File: config.mk
export PLATFORM = sky130hd
export DESIGN_NAME = pulse_period_meter
export DESIGN_NICKNAME = d
export VERILOG_FILES = /design/src/rtl/pulse_period_meter.sv
export SDC_FILE = /design/constraint.sdc
export NUM_CORES = 1
export LEC_CHECK = 0
export CORE_MARGIN = 2
export CORE_UTILIZATION = 45
export CTS_BUF_LIST = sky130_fd_sc_hd__clkbuf_8
export CTS_CLUSTER_DIAMETER = 40
export CTS_CLUSTER_SIZE = 20
export DETAILED_ROUTE_END_ITERATION = 12
export GPL_TIMING_DRIVEN = 0
export PLACE_DENSITY = 0.72
export SLEW_MARGIN = 10
export SYNTH_ARGS = -nofsm -noshare
export SYNTH_HDL_FRONTEND = slang
export SYNTH_SLANG_ARGS = --single-unit
File: constraint.sdc
create_clock -name clk -period 3.2 [get_ports clk]
set_input_delay 0.64 -clock clk [delete_from_list [all_inputs] [get_ports clk]]
set_output_delay 0.64 -clock clk [all_outputs]
set_load 0.01 [all_outputs]
File: src/rtl/pulse_period_meter.sv
// Measures the period of a slow square wave in clk cycles, with stall timeout.
// Latency: rising edge on sig_in -> period_valid 3 clk later (3+FILT_LEN with GLITCH_FILTER_EN).
// No backpressure: period_valid is a one-cycle strobe, period holds until the next update.
// Optional feature macro: GLITCH_FILTER_EN (debounce filter between synchronizer and edge detector).
module pulse_period_meter #(
  parameter int CNT_W    = 26,
  parameter int TIMEOUT  = 50_000_000,
  parameter int FILT_LEN = 4
) (
  input  logic             clk,
  input  logic             rst,
  input  logic             sig_in,
  output logic [CNT_W-1:0] period,
  output logic             period_valid,
  output logic             timeout,
  output logic             measuring
);

  typedef enum logic [1:0] {
    IDLE    = 2'd0,
    MEASURE = 2'd1,
    STALL   = 2'd2
  } state_t;

  // Last count value reached before a stall is declared.
  localparam logic [CNT_W-1:0] CNT_LAST = CNT_W'(TIMEOUT - 1);

  // Reject parameter sets where the counter could wrap or the filter is empty.
  if (TIMEOUT < 2 || longint'(TIMEOUT) > ((longint'(1) << CNT_W) - 1)) begin : g_bad_timeout
    $error("pulse_period_meter: TIMEOUT out of range for CNT_W");
  end
  if (FILT_LEN < 1) begin : g_bad_filt
    $error("pulse_period_meter: FILT_LEN must be at least 1");
  end

  logic s1;
  logic s2;
  logic s_prev;
  logic lvl;
  logic rise;

  state_t           state_q;
  state_t           state_d;
  logic [CNT_W-1:0] count_q;
  logic [CNT_W-1:0] count_d;
  logic [CNT_W-1:0] period_d;
  logic             valid_d;
  logic             timeout_d;

  // Two-flop synchronizer for the asynchronous input.
  always_ff @(posedge clk or negedge rst) begin
    if (!rst) begin
      s1 <= 1'b0;
      s2 <= 1'b0;
    end else begin
      s1 <= sig_in;
      s2 <= s1;
    end
  end

`ifdef GLITCH_FILTER_EN
  localparam int RUN_W = $clog2(FILT_LEN + 1);

  logic             filt;
  logic [RUN_W-1:0] run;

  // Filtered level flips only after FILT_LEN consecutive disagreeing samples.
  always_ff @(posedge clk or negedge rst) begin
    if (!rst) begin
      filt <= 1'b0;
      run  <= '0;
    end else if (s2 == filt) begin
      run <= '0;
    end else if (run == RUN_W'(FILT_LEN - 1)) begin
      filt <= s2;
      run  <= '0;
    end else begin
      run <= run + RUN_W'(1);
    end
  end

  assign lvl = filt;
`else
  assign lvl = s2;
`endif

  // Previous-sample register for rising-edge detection.
  always_ff @(posedge clk or negedge rst) begin
    if (!rst) begin
      s_prev <= 1'b0;
    end else begin
      s_prev <= lvl;
    end
  end

  assign rise      = lvl & ~s_prev;
  assign measuring = (state_q == MEASURE);

  // State, counter and output registers.
  always_ff @(posedge clk or negedge rst) begin
    if (!rst) begin
      state_q      <= IDLE;
      count_q      <= '0;
      period       <= '0;
      period_valid <= 1'b0;
      timeout      <= 1'b0;
    end else begin
      state_q      <= state_d;
      count_q      <= count_d;
      period       <= period_d;
      period_valid <= valid_d;
      timeout      <= timeout_d;
    end
  end

  // Next-state logic: a rise in the last counting cycle still counts as a valid period.
  always_comb begin
    state_d   = state_q;
    count_d   = count_q;
    period_d  = period;
    valid_d   = 1'b0;
    timeout_d = timeout;
    case (state_q)
      IDLE: begin
        count_d = '0;
        if (rise) begin
          state_d = MEASURE;
        end
      end
      MEASURE: begin
        if (rise) begin
          period_d  = count_q + CNT_W'(1);
          valid_d   = 1'b1;
          count_d   = '0;
          timeout_d = 1'b0;
        end else if (count_q == CNT_LAST) begin
          state_d   = STALL;
          timeout_d = 1'b1;
          period_d  = '0;
          count_d   = '0;
        end else begin
          count_d = count_q + CNT_W'(1);
        end
      end
      STALL: begin
        count_d = '0;
        if (rise) begin
          // This edge starts a fresh measurement, so no period is reported.
          state_d   = MEASURE;
          timeout_d = 1'b0;
        end
      end
      default: begin
        state_d = IDLE;
        count_d = '0;
      end
    endcase
  end

endmodule

==> results.txt <==
- Before antenna repair, the detailed router went through 4 iterations.
- Reg-to-reg setup timing slack: 900 ps
- Via count of the first global-routing pass: 2548
- P_leak: 1.510 nW
- In the post-synthesis netlist, the biggest area contributors are dfrtp_1 49%, o211ai_1 5.5%, nand3_1 3.6%, nand2_1 3.0%, or4_1 3.0%.
- The die covers 7392 µm².
- The worst setup path is launched from a flop.
- Synthesis instantiated 43 different standard cells from the library.
* Max-Slew Margin vs Limit: 51.74%
- Synth top area share: 48.82%
- After the last flow step, the layout net total stands at 362.
- Post-synthesis to final-layout area growth: 19.07%
- Once detail routing completed, the nets flagged for antenna violations numbered 0.
* Netlist area before placement: 3024 µm²
- Placeable core region: 6422 µm²
- Data on the critical path is required at its endpoint by 2560 ps.
* Post-CTS clock slew at the launch and capture registers of the worst setup and hold paths: 60 ps
- Root Buffer Master: clkbuf_8
- Across the VDD grid, the largest voltage drop is 0.3775 mV.
- Net count after synthesis: 320
- Synthesis handed over a netlist of 310 instances.
- For this configuration, the core starts out at a cell density of 47.09%.
- Unrepaired setup endpoints after global routing: no
* Commonest non-fill, non-tap cell in the layout: dfrtp_1
- Most instantiated flip-flop cell in the synthesis netlist: dfrtp_1
- Number of violations of the max-capacitance limit: 0
- Dividing total power by cell area gives a power density of 475.8 nW/µm².
* Global-route usage over all layers: 21.69%
* Gp weighted congestion: 0.9335
- Count of flip-flops with a built-in enable after synthesis: 0
* Clock latency reported for the late side of the worst-skew pair: 350 ps
- At the pin with the least slew margin, the transition time is 723.9 ps.
* Setup violators final: 0
- Dividing the final minimum period by the clock period gives 74.71%.
- I/O Buffers: 31
- CP Capture Type: output pin
* End of the worst register-to-register path: count_q[23]$_DFF_PN0_
- Worst-case reg-to-reg path depth: 6
- The number of antenna diodes in the final layout is 0.
- Once detailed placement completed, the half-perimeter wirelength came to 5019 µm.
- Total of flip-flops plus latches after synthesis: 59
- The flow ran to the end, and the final reports show no timing, DRC or antenna violations.
- TritonCTS built the clock tree.
* Min Hold Slack: 340.8 ps
- Critical path start-end classification: reg -> out
* Arrival time of data at the critical path endpoint: 1750 ps
- Sink count of the clock tree: 59
* Type of the most critical hold path: in -> async
* Die Y: 85.98 µm
* Non-filler instance count after layout: 434
- Overflow left after global routing: 0
- Total clock buffers created by CTS: 9
- 32 I/O pins were placed.
* Hold violation total from the final report: 0
- Cells with a size suffix above 1 make up 8.123% of the layout.
- The first global-routing pass estimated 12330 µm of wire.
- Post-CTS setup buffer count: 0
- Entering global routing, the biggest net connects 60 pins.
- Hold-fix buffer count after cts: 0
- Wirelength per Cell: 16.64 µm
- For this block, the routed nets add up to 7220 µm of wire.
* Worst R2R Start: count_q[16]$_DFF_PN0_
* Post-synth ARST share: 100.0%
* Number of warnings reported in the yosys synthesis log: 0
- Detailed-route via count: 2594
- Critical-path maximum fanout: 7
- H-tree depth: 3
- After the first detailed-routing iteration, the DRC count stood at 235.
- Die width: 85.98 µm
* Maximum clock rate: 418.3 MHz
- Antenna violations before repair: 0
- Row generation in the floorplan step produced 29 rows.
- Worst Clk Skew: 5.851 ps
- Once placement completed, the tool counted placed cells totaling 418.
- The number of gates resized after CTS was 0.
- After detailed routing, the number of vias per cell comes to 5.977.
- The synthesized design spends more area on one cell type than any other, namely dfrtp_1.
- Maximum clock path buffer count: 2
- Subtracting the final worst setup slack from the clock period gives 2391 ps.
- Syn Area/Cell: 9.755 µm²
* Residual DRC: 0
- The count of final max-slew check failures was 0.
- The library cells used most frequently in the layout, excluding fill and tap cells, are 59 x dfrtp_1, 30 x clkdlybuf4s50_1, 24 x nand2_1.
- Proportion of synthesized chip area in sequential cells: 48.82%
-- per-layer routing --
| metal | up-vias | part of all wire, % | global-route usage, % | wire length (µm) |
|---|---|---|---|---|
| li1 | 1248 | - | - | - |
| met1 | 1261 | 47 | 28.72 | 3398 |
| met2 | 71 | 47 | 32.14 | 3368 |
| met3 | 14 | 4.6 | 6.545 | 329 |
| met4 | 0 | 1.7 | 11.11 | 123 |
| met5 | - | 0 | 0 | 0 |
-- state kept, by name (all words and copies together) (netlist names) --
register,cells
count_q,26
s1,1
period_valid,1
timeout,1
s_prev,1
state_q,2
period,26
lvl,1
-- worst max-delay path by stage --
| stage | startpoint | to | slack (ps) | cells after the start |
|---|---|---|---|---|
| after floorplan | count_q[0]$_DFF_PN0_ | state_q[1]$_DFFE_PN0P_ | 1420 | 6 |
| after global placement | rst | period[10]$_DFFE_PN0P_ | -370 | 1 |
| after detailed placement | count_q[16]$_DFF_PN0_ | count_q[23]$_DFF_PN0_ | 930 | 6 |
| after CTS | state_q[1]$_DFFE_PN0P_ | measuring | 790 | 3 |
| after global routing | state_q[1]$_DFFE_PN0P_ | period[23]$_DFFE_PN0P_ | 700 | 7 |
| final | state_q[1]$_DFFE_PN0P_ | measuring | 810 | 3 |
-- logic make-up after synthesis --
| kind of cell | synth area share [%] |
|---|---|
| XOR/XNOR | 3.186 |
| multiplexers | 0.3723 |
| AND/OR/NAND/NOR | 24.53 |
| AO/OA/AOI/OAI | 15.93 |
| adder cells (fa/ha/maj) | 2.896 |
| buffers and inverters | 4.261 |
| flip-flops | 48.82 |
-- worst max-delay path, cell delays in order, from the launching register on --
cell	delay, ps
dfrtp_1	410
inv_1	110
ha_1	300
clkdlybuf4s50_1	590
-- through the flow --
stage / power [mW] / instance area [µm²] / setup WS [ps] / util [%] / TNS (ps)
2_1_floorplan: 1.016 / 3024 / 1416 / - / 0
3_3_place_gp: 1.132 / 3431 / -373.0 / 53.42 / -21790
3_5_place_dp: 1.136 / 3428 / 933.2 / 53.38 / 0
4_1_cts: 1.733 / 3601 / 789.3 / 56.07 / 0
5_1_grt: 1.803 / 3601 / 700.7 / 56.07 / 0
6_report: 1.713 / 3601 / 809.4 / 56.07 / 0
-- report_power, final --
part,leakage (nW),switching [mW],internal (mW)
Combinational,0.597,0.176,0.130
Clock,0.103,0.281,0.312
Sequential,0.810,0.0309,0.784
Total,1.51,0.487,1.23
-- cell usage after synthesis, drive strengths merged (9+ instances only) --
master	count
o22ai	14
or3	11
nand3	22
clkbuf	12
inv	9
dfrtp	59
or4	13
o21ai	10
and3	10
nand4	13
nand2	24
o211ai	23
a21oi	13
nor2	22
-- cell type report --
type | count | area, µm²
sequential | 59 | 1476
multi-input combinational | 223 | 1419
tap | 77 | 96.34
fill | 586 | 2821
clock buffer | 11 | 151.4
clock inverter | 5 | 21.27
buffer | 19 | 95.09
inverter | 9 | 33.78
timing repair buffer | 31 | 307.8
(Power assumes the default switching activity.)
